===== config.mk =====
export PLATFORM = sky130hd
export DESIGN_NAME = timer_a_counter_flat
export DESIGN_NICKNAME = d
export VERILOG_FILES = /design/src/rtl/timer_a_counter_pkg.sv /design/src/rtl/timer_a_counter_if.sv /design/src/rtl/timer_a_tick_sync.sv /design/src/rtl/timer_a_counter.sv /design/src/flat_wrapper.sv
export SDC_FILE = /design/constraint.sdc
export NUM_CORES = 1
export LEC_CHECK = 0
export CORE_MARGIN = 2
export CORE_UTILIZATION = 50
export DETAILED_ROUTE_END_ITERATION = 10
export PLACE_DENSITY = 0.79
export SYNTH_ARGS = -nofsm -noshare
export SYNTH_HDL_FRONTEND = slang
export SYNTH_HIERARCHICAL = 1
export SYNTH_SLANG_ARGS = --single-unit

===== constraint.sdc =====
create_clock -name MCLK -period 3.1 [get_ports MCLK]
set_clock_uncertainty 0.1 [all_clocks]
set_input_delay 0.775 -clock MCLK [delete_from_list [all_inputs] [get_ports MCLK]]
set_output_delay 0.775 -clock MCLK [all_outputs]
set_load 0.05 [all_outputs]

===== src/rtl/timer_a_counter_pkg.sv =====
// Shared Timer_A count-core definitions: mode encodings and counter width.
package timer_a_counter_pkg;

    localparam int TA_WIDTH = 16;

    typedef enum logic [1:0] {
        MC__STOP       = 2'b00,
        MC__UP         = 2'b01,
        MC__CONTINUOUS = 2'b10,
        MC__UPDOWN     = 2'b11
    } mc_e;

endpackage


===== src/rtl/timer_a_counter_if.sv =====
// Register-bus and capture/compare-facing signals of the Timer_A count core.
interface timer_a_counter_if #(
    parameter int WIDTH = 16
);
    logic             TimerClock;
    logic [1:0]       MC;
    logic [WIDTH-1:0] TACCR0;
    logic             wTACLR;
    logic             wTAR;
    logic [WIDTH-1:0] TARin;
    logic             wTAIFG;
    logic             TAIFGin;
    logic             TAIE;
    logic [WIDTH-1:0] TAR;
    logic             dir;
    logic             tick;
    logic             EQU0;
    logic             TAIFG;
    logic             TAxIRQ;

    modport master (
        output TimerClock, MC, TACCR0, wTACLR, wTAR, TARin, wTAIFG, TAIFGin, TAIE,
        input  TAR, dir, tick, EQU0, TAIFG, TAxIRQ
    );

    modport slave (
        input  TimerClock, MC, TACCR0, wTACLR, wTAR, TARin, wTAIFG, TAIFGin, TAIE,
        output TAR, dir, tick, EQU0, TAIFG, TAxIRQ
    );
endinterface


===== src/rtl/timer_a_tick_sync.sv =====
// Brings the divided TimerClock into the MCLK domain and emits a one-cycle
// tick per rising edge.
module timer_a_tick_sync (
    input  logic clk_i,
    input  logic rst_ni,
    input  logic tclk_i,
    output logic tick_o
);
    // sync_q[0..1] are the synchronizer stages, sync_q[2] is edge history.
    logic [2:0] sync_q;
    logic [1:0] vld_pipe_q;
    logic       armed_q;

    // After reset the edge detector stays disarmed until a genuine low level
    // has been seen, so a TimerClock already high at release is not a tick.
    always_ff @(posedge clk_i or negedge rst_ni) begin
        if (!rst_ni) begin
            sync_q     <= '0;
            vld_pipe_q <= '0;
            armed_q    <= 1'b0;
        end else begin
            sync_q     <= {sync_q[1:0], tclk_i};
            vld_pipe_q <= {vld_pipe_q[0], 1'b1};
            if (vld_pipe_q[1] && !sync_q[1])
                armed_q <= 1'b1;
        end
    end

    assign tick_o = armed_q & sync_q[1] & ~sync_q[2];

endmodule


===== src/rtl/timer_a_counter.sv =====
// Timer_A TAxR count core: stop/up/continuous/up-down counting, TAIFG,
// CCR0-equal pulse and bus writes to TAxR, TACLR and TAIFG.
module timer_a_counter
    import timer_a_counter_pkg::*;
#(
    parameter int WIDTH = TA_WIDTH
) (
    input  logic               MCLK,
    input  logic               reset,
    timer_a_counter_if.slave   bus
);
    logic             tick;
    logic [WIDTH-1:0] n;
    logic [WIDTH-1:0] tar_q, tar_d;
    logic             dir_q, dir_d;
    logic             ifg_q, ifg_d;
    logic             equ_q, equ_d;
    logic             hw_set;
    mc_e              mc;

    assign n  = bus.TACCR0;
    assign mc = mc_e'(bus.MC);

    timer_a_tick_sync u_tick_sync (
        .clk_i  (MCLK),
        .rst_ni (reset),
        .tclk_i (bus.TimerClock),
        .tick_o (tick)
    );

    always_comb begin
        tar_d  = tar_q;
        dir_d  = dir_q;
        hw_set = 1'b0;
        equ_d  = 1'b0;
        if (bus.wTACLR) begin
            tar_d = '0;
            dir_d = 1'b0;
        end else if (bus.wTAR) begin
            tar_d = bus.TARin;
        end else if (tick && (mc != MC__STOP)) begin
            case (mc)
                MC__UP: begin
                    // >= rather than == so a period shrunk below TAR still wraps
                    if (n == '0) begin
                        tar_d = '0;
                    end else if (tar_q >= n) begin
                        tar_d  = '0;
                        hw_set = 1'b1;
                    end else begin
                        tar_d = tar_q + 1'b1;
                    end
                end
                MC__CONTINUOUS: begin
                    tar_d  = tar_q + 1'b1;
                    hw_set = &tar_q;
                end
                MC__UPDOWN: begin
                    if (n == '0) begin
                        tar_d = '0;
                        dir_d = 1'b0;
                    end else if (!dir_q) begin
                        if (tar_q >= n) begin
                            tar_d = n - 1'b1;
                            dir_d = 1'b1;
                        end else begin
                            tar_d = tar_q + 1'b1;
                        end
                    end else begin
                        if (tar_q == '0) begin
                            tar_d = {{(WIDTH-1){1'b0}}, 1'b1};
                            dir_d = 1'b0;
                        end else begin
                            tar_d  = tar_q - 1'b1;
                            hw_set = (tar_q == {{(WIDTH-1){1'b0}}, 1'b1});
                        end
                    end
                end
                default: ;
            endcase
            equ_d = (n != '0) && (tar_d == n);
        end
        if (mc != MC__UPDOWN)
            dir_d = 1'b0;
        // hardware set wins over a same-cycle software write
        if (hw_set)
            ifg_d = 1'b1;
        else if (bus.wTAIFG)
            ifg_d = bus.TAIFGin;
        else
            ifg_d = ifg_q;
    end

    always_ff @(posedge MCLK or negedge reset) begin
        if (!reset) begin
            tar_q <= '0;
            dir_q <= 1'b0;
            ifg_q <= 1'b0;
            equ_q <= 1'b0;
        end else begin
            tar_q <= tar_d;
            dir_q <= dir_d;
            ifg_q <= ifg_d;
            equ_q <= equ_d;
        end
    end

    assign bus.TAR    = tar_q;
    assign bus.dir    = dir_q;
    assign bus.tick   = tick;
    assign bus.EQU0   = equ_q;
    assign bus.TAIFG  = ifg_q;
    assign bus.TAxIRQ = ifg_q & bus.TAIE;

endmodule


===== src/flat_wrapper.sv =====
// flat-port wrapper written by rule: the top's interface ports become plain ports
module timer_a_counter_flat import timer_a_counter_pkg::*;
#(
    parameter int WIDTH = TA_WIDTH
)
  (MCLK, reset, bus_TimerClock, bus_MC, bus_TACCR0, bus_wTACLR, bus_wTAR, bus_TARin, bus_wTAIFG, bus_TAIFGin, bus_TAIE, bus_TAR, bus_dir, bus_tick, bus_EQU0, bus_TAIFG, bus_TAxIRQ);
  timer_a_counter_if #(.WIDTH(WIDTH)) bus_i ();
  input  logic MCLK;
  input  logic reset;
  input wire logic [$bits(bus_i.TimerClock)-1:0] bus_TimerClock;
  input wire logic [$bits(bus_i.MC)-1:0] bus_MC;
  input wire logic [$bits(bus_i.TACCR0)-1:0] bus_TACCR0;
  input wire logic [$bits(bus_i.wTACLR)-1:0] bus_wTACLR;
  input wire logic [$bits(bus_i.wTAR)-1:0] bus_wTAR;
  input wire logic [$bits(bus_i.TARin)-1:0] bus_TARin;
  input wire logic [$bits(bus_i.wTAIFG)-1:0] bus_wTAIFG;
  input wire logic [$bits(bus_i.TAIFGin)-1:0] bus_TAIFGin;
  input wire logic [$bits(bus_i.TAIE)-1:0] bus_TAIE;
  output wire logic [$bits(bus_i.TAR)-1:0] bus_TAR;
  output wire logic [$bits(bus_i.dir)-1:0] bus_dir;
  output wire logic [$bits(bus_i.tick)-1:0] bus_tick;
  output wire logic [$bits(bus_i.EQU0)-1:0] bus_EQU0;
  output wire logic [$bits(bus_i.TAIFG)-1:0] bus_TAIFG;
  output wire logic [$bits(bus_i.TAxIRQ)-1:0] bus_TAxIRQ;
  assign bus_i.TimerClock = bus_TimerClock;
  assign bus_i.MC = bus_MC;
  assign bus_i.TACCR0 = bus_TACCR0;
  assign bus_i.wTACLR = bus_wTACLR;
  assign bus_i.wTAR = bus_wTAR;
  assign bus_i.TARin = bus_TARin;
  assign bus_i.wTAIFG = bus_wTAIFG;
  assign bus_i.TAIFGin = bus_TAIFGin;
  assign bus_i.TAIE = bus_TAIE;
  assign bus_TAR = bus_i.TAR;
  assign bus_dir = bus_i.dir;
  assign bus_tick = bus_i.tick;
  assign bus_EQU0 = bus_i.EQU0;
  assign bus_TAIFG = bus_i.TAIFG;
  assign bus_TAxIRQ = bus_i.TAxIRQ;
  timer_a_counter #(.WIDTH(WIDTH)) u_core (.MCLK(MCLK), .reset(reset), .bus(bus_i));
endmodule

**Yosys cells after proc, flatten, opt, wreduce, memory -nomap -nowiden**

Index checks and enable logic that the tools add are counted.

- Add/sub/neg operators: 3
- $lt $le $gt $ge: 1
- Equality and inequality tests: 7
- Mux-type cells: 35
- Bitwise logic cells: 4
- Reduce and logical (&&, ||, !) cells: 14

Operator list:

| cell | count |
|---|---|
| 16-bit two-way mux | 12 |
| 16-bit case mux with 3 select lines | 1 |
| 16-bit zero test | 2 |
| 16-bit by 1-bit subtractor with 16-bit output, second input constant | 2 |
| 1-bit two-way mux | 21 |
| 16-bit by 1-bit adder with 16-bit output, second input constant | 1 |
| 16-bit by 1-bit == test with 1-bit output, second input constant | 1 |
| 16-bit == test | 1 |
| 16-bit greater-or-equal comparator | 1 |
| 16-bit AND reduction | 1 |
| 16-bit nonzero test | 1 |
| 3-bit nonzero test | 3 |
| 2-bit == test, second input constant | 2 |
| 2-bit nonzero test | 2 |
| 1-bit bitwise AND | 3 |
| 1-bit logical AND | 3 |
| 3-bit by 2-bit != test with 1-bit output, second input constant | 1 |
| 1-bit case mux with 3 select lines | 1 |
| 3-bit AND reduction | 1 |
| 2-bit by 1-bit == test with 1-bit output, second input constant | 1 |
| 2-bit != test, second input constant | 1 |
| 1-bit zero test | 1 |
| 1-bit inverter | 1 |

- Flip-flop bits (word level): 25
- Bits of input ports: 42
- Output and inout bits: 21
- Logic and storage cells: 71

**Logic depth before layout (Yosys ltp)**

Gate-level depths: netlist of the first run.

- Word-level depth: 13
- Gate-level depth with buffers: 13
- Depth with buffers taken out: 11

**Cells and area by module**

Netlist of the first run, hierarchy kept.

Modules (own cells, without submodules):

| module | instances | cells each | area each (um^2) | seq. area each (um^2) |
|---|---|---|---|---|
| timer_a_counter | 1 | 493 | 3653.5 | 475.5 |
| timer_a_tick_sync | 1 | 11 | 172.7 | 150.1 |

**Worst setup path before layout of the first run**

No wires, ideal clock.

- Path type: input to register
- Start: in bus_TACCR0[10]
- End: reg u_core.equ_q (netlist: u_core/bus.EQU0)
- Library setup time: 96 ps
- Data arrival time: 3579 ps
- Data required time: 2904 ps
- Slack: -675 ps
- Stages: 12
- Path buffers: 1
- Cells stage by stage: clkbuf_1 -> inv_1 -> ha_1 -> nand4_1 -> nor4_2 -> o31a_1 -> nor3_4 -> a2111oi_0 -> o32ai_2 -> xnor2_1 -> or4b_1 -> nor4_2

- Word-level cells in the longest chain between the ends: 13
- Elaborated cells on any way between the ends: 18
- Classes of those cells: add/sub: 1; order compare: 1; eq/ne: 1; mux: 12; reduce/logical: 3

Ends and longest elaborated chain:

| element | line | RTL |
|---|---|---|
| from (decl) | flat_wrapper.sv:12 | `input wire logic [$bits(bus_i.TACCR0)-1:0] bus_TACCR0;` |
| 16-bit by 1-bit subtractor with 16-bit output / 16-bit greater-or-equal comparator (equally long branches) | timer_a_counter.sv:64, timer_a_counter.sv:47, timer_a_counter.sv:63 |  |
| 16-bit two-way mux | timer_a_counter.sv:63 | `if (tar_q >= n) begin` |
| 16-bit two-way mux | timer_a_counter.sv:62 | `end else if (!dir_q) begin` |
| 16-bit two-way mux | timer_a_counter.sv:59 | `if (n == '0) begin` |
| 16-bit case mux with 3 select lines | timer_a_counter.sv:42 | `case (mc)` |
| 16-bit two-way mux | timer_a_counter.sv:41 | `end else if (tick && (mc != MC__STOP)) begin` |
| 16-bit two-way mux | timer_a_counter.sv:39 | `end else if (bus.wTAR) begin` |
| 16-bit two-way mux | timer_a_counter.sv:36 | `if (bus.wTACLR) begin` |
| 16-bit == test | timer_a_counter.sv:81 | `equ_d = (n != '0) && (tar_d == n);` |
| 1-bit logical AND (*) | timer_a_counter.sv:81 |  |
| 1-bit two-way mux (*) | timer_a_counter.sv:41 |  |
| 1-bit two-way mux (*) | timer_a_counter.sv:39 |  |
| 1-bit two-way mux (*) | timer_a_counter.sv:36 |  |
| via u_core.equ_d | timer_a_counter.sv:17 | `logic equ_q, equ_d;` |
| to (signal assigned) | timer_a_counter.sv:104 | `equ_q <= equ_d;` |
| to (decl) | timer_a_counter.sv:17 |  |

The timed path passes the listed nets; every way through them passes the cells marked *. The select of a mux whose other input is x is not followed.
A chain may end at the register's enable or synchronous reset.

**Worst setup path after layout of the first run**

- Start: in bus_TACCR0[13]
- End: reg u_core.equ_q (netlist: u_core/bus.EQU0)

Same word-level chain as after synthesis.

==> key figures, run 1 <==
STA
  • Worst setup margin: -594.5 ps
  • # setup viols final: 15
  • Worst slew margin: between 40% and 50%
  • Fmax: ~270 MHz
  • Tcrit/Tclk final: 119.2%
  • Fin Setup TNS: -2607 ps
  • RSZ-0062 raised after global routing: yes
  • Max-slew violations: 0
  • Worst-margin pin slew: 891.7 ps
  • Final Hold Fails: 0
  • Minimum clock period: roughly 3700 ps

Setup path
  • Startpoint types: input pin
  • CP max FO: 5
  • Critical path type: in2reg
  • Top delay family on crit path: simple AND/OR/NAND/NOR gates
  • Arr. time, crit path: roughly 3800 ps
  • Critical Path Max Stage Delay: roughly 320 ps
  • Crit end category: flip-flop
  • Sequence of cells on the critical path: buf_8 -> inv_6 -> ha_4 -> nand4_1 -> buf_6 -> nor4_4 -> buf_4 -> o31a_1 -> buf_6 -> nor3_4 -> buf_4 -> o311ai_4 -> o21ai_2 -> xnor2_2 -> nand3_1 -> nor4_4
  • WP data required: ~3200 ps
  • Buf+Inv Stages, Crit Path: 6
  • Crit-path slowest cell: xnor2_2

GRT
  • Global-route usage over all layers: between 40 and 50%
  • Largest net degree at the start of global routing: 29
  • GR Overflow Total: 0
  • First-pass GRT wire length: a little under 30000 µm
  • Number of global-route vias before repair: between 5000 and 6000
  • Initial antenna violation count: 1

Floorplanning
  • Core Area: 0.007331 mm²
  • Die Y-Extent: ~91 µm
  • Row cnt: 31
  • I/O Pins: between 60 and 70
  • Starting density of the core: between 50% and 60%
  • Die Wd: slightly above 90 µm
  • Die area: between 0.008 and 0.009 mm²

Final layout
  • Fin cells: 812
  • Sequential cell area: approximately 630 µm²
  • N_diodes: 0
  • Ratio of cells with drive above 1 in the final layout: 46.00%
  • Nets: ~780
  • Fillers: 270
  • Multi-input gate area: 0.003712 mm²
  • Area growth from synthesis to layout: 75.02%

Power
  • Reg power frac: between 10% and 20%
  • Int Power: between 0.001 and 0.0015 W
  • Switching part of the total power: approximately 48%
  • Clock power frac: about 13%
  • Worst vdd ir: between 0.2 and 0.25 mV
  • Logic pwr share: about two thirds
  • Leakage power: between 2 and 3 nW
  • Switch Pwr: approximately 0.00093 W
  • PD cells: slightly below 300 mW/mm²

Logic synthesis
  • Post-Synthesis Cells: around 500
  • Post-synthesis cell type count: 80
  • Synthesis Warnings: 6
  • Syn_area_per_cell: between 7 and 8 µm²
  • Sequential fraction of the synthesis area: between 10% and 20%
  • Mapped cell area: roughly 0.0038 mm²
  • Share of synthesized registers carrying an async set or reset: 100.0%
  • Post-synth top flop: dfrtp_1
  • EDFF count, synth: 0
  • Synth area leader: dfrtp_1
  • Largest cells by area after synthesis: dfrtp_1 (16%), xnor2_1 (9.4%), ha_1 (7.2%)
  • Syn Nets: between 500 and 600
  • Synth top area share: between 10% and 20%
  • Yosys reg bits: 25

Clocking
  • CTS Root Cell: clkbuf_8
  • Hold bufs inserted after CTS: 0
  • Skew-Pair Late Insertion Delay: ~330 ps
  • TritonCTS clock tree: yes
  • Clock transition at path regs: 120 ps
  • Longest Clk Path Bufs: 2
  • Clock sink count: 25
  • H-tree depth: 1
  • TritonCTS buffer count: 3

Drt
  • Final WL: roughly 23000 µm
  • Final ANT Viol Nets: 0
  • Vias per std cell: around 7.5
  • Total number of vias: 6111
  • Drt first-iter violations: approximately 800
  • Residual DRC: 0
  • DR pass1 iterations: 9
  • DR WL/cell: ~28 µm

Placed design
  • Last weighted congestion value of the routability-driven placer: 1.018
  • Port buffer count: between 60 and 70
  • Detailed Place HPWL: roughly 13000 µm
  • Placed insts: slightly below 800

Min path
  • Tightest Hold Check Type: reg2reg

Job
  • Number of max-cap violations: 0

Status
  • Outcome: finished with violations
  • Violated checks: negative setup slack
## sequential cells by signal (all words and copies together), names as in the netlist
register / count
u_core/bus.dir: 1
u_core/bus.TAIFG: 1
u_core/u_tick_sync/vld_pipe_q: 2
u_core/bus.EQU0: 1
u_core/u_tick_sync/armed_q: 1
u_core/u_tick_sync/sync_q: 3
u_core/bus.TAR: 16
## metrics by stage
step / util (%) / setup WS, ps / hold slack [ps] / instance area [µm²] / power (W)
after floorplan: - / -257.5 / 231.2 / 3933 / 0.0009146
after global placement: 77.86 / -1433 / 238.3 / 5708 / 0.001355
after detailed placement: 77.86 / -1488 / 238.6 / 5708 / 0.001374
after CTS: 84.62 / -409.7 / 273.2 / 6203 / 0.001689
after global routing: 91.35 / -608.4 / 279.1 / 6696 / 0.001993
final: 91.35 / -594.5 / 268.8 / 6696 / 0.001943
## repair_timing
| action | CTS | global route |
|---|---|---|
| pin swaps | 37 | 40 |
| buffers inserted | 12 | 12 |
| resized for setup | 138 | 92 |
| gates cloned | 0 | 0 |
| setup endpoints to repair | 19 | 17 |
## power groups by stage
| stage | clock network, W | registers [W] | logic (W) |
|---|---|---|---|
| floorplan | 0 | 0.000452 | 0.000462 |
| global placement | 0 | 0.000370 | 0.000985 |
| detailed placement | 0 | 0.000371 | 0.00100 |
| CTS | 0.000235 | 0.000371 | 0.00108 |
| global route | 0.000273 | 0.000375 | 0.00134 |
| finish | 0.000260 | 0.000373 | 0.00131 |
## logic make-up (layout without fill, tap and decap cells)
group | after synthesis | in the layout | synth area share, %
compound gates | 141 | 141 | 26.36
xor+xnor | 51 | 51 | 11.87
flops | 25 | 25 | 16.35
buf+inv | 61 | 270 | 7.031
simple gates | 191 | 191 | 27.89
other cells | 1 | 1 | 0.09801
mux | 12 | 12 | 3.205
fa+ha+maj | 22 | 22 | 7.194
## cell type report
cell class              count  share of cell area [%]
clock buffers               3                  0.6166
clock inverters             1                  0.1308
inverters                  26                   1.719
multi-input cells         418                   55.44
flip-flops and latches     25                   9.361
well taps                  99                   1.850
repair buffers            240                   30.89
## cell usage after synthesis (all sizes together) (5+ instances only)
library cell and n:
o22ai 7, xor2 9, or3 5, o31ai 8, o21ai 33, inv 25
buf 15, nor3 19, a211oi 8, nand2 47, nor2b 5, xnor2 42
nand3 20, o311ai 7, or2 6, clkbuf 20, dfrtp 25, mux2i 10
nor4 19, ha 22, a21oi 26, nand4 22, a31oi 9, nor2 29
## worst paths after layout
check	cells after the start	from	to	slack [ps]
min in group asynchronous	2	reset	u_core/bus.TAR[12]	730
worst min-delay path	0	u_core/u_tick_sync/sync_q[0]	u_core/u_tick_sync/sync_q[1]	270
worst min register to register	0	u_core/u_tick_sync/sync_q[0]	u_core/u_tick_sync/sync_q[1]	270
worst max-delay path	16	bus_TACCR0[13]	u_core/bus.EQU0	-590
max in group asynchronous	2	reset	u_core/bus.TAR[0]	1860
worst max register to register	14	u_core/bus.TAR[14]	u_core/bus.EQU0	-510
## routing by layer
layer,vias to the layer above,track usage (%),share of wire (%)
met5,-,0,0.16
met4,2,29.67,13
met2,715,73.47,42
met3,324,9.710,15
met1,2751,51.66,31
li1,2319,-,-
## cell usage in the layout, fill, tap and decap left out, types with 13 or more instances in the layout
cell / Yosys / layout
buf_4: 1 / 155
clkdlybuf4s50_1: 0 / 45
nand2_1: 47 / 43
xnor2_1: 41 / 36
nor2_1: 28 / 26
dfrtp_1: 25 / 24
buf_6: 3 / 22
nand4_1: 22 / 22
a21oi_1: 26 / 17
nand3_1: 18 / 17
o21ai_0: 32 / 15
ha_4: 0 / 15
o21ai_1: 1 / 14
nor3_1: 16 / 13
Note: power is estimated with default switching activity, not from simulation.
==> inputs of run 2 (changes only) <==
Settings changed: HOLD_SLACK_MARGIN set to 0.12.
==> results of run 2 <==
Final layout, timing and power as in run 1 (identical DEF).
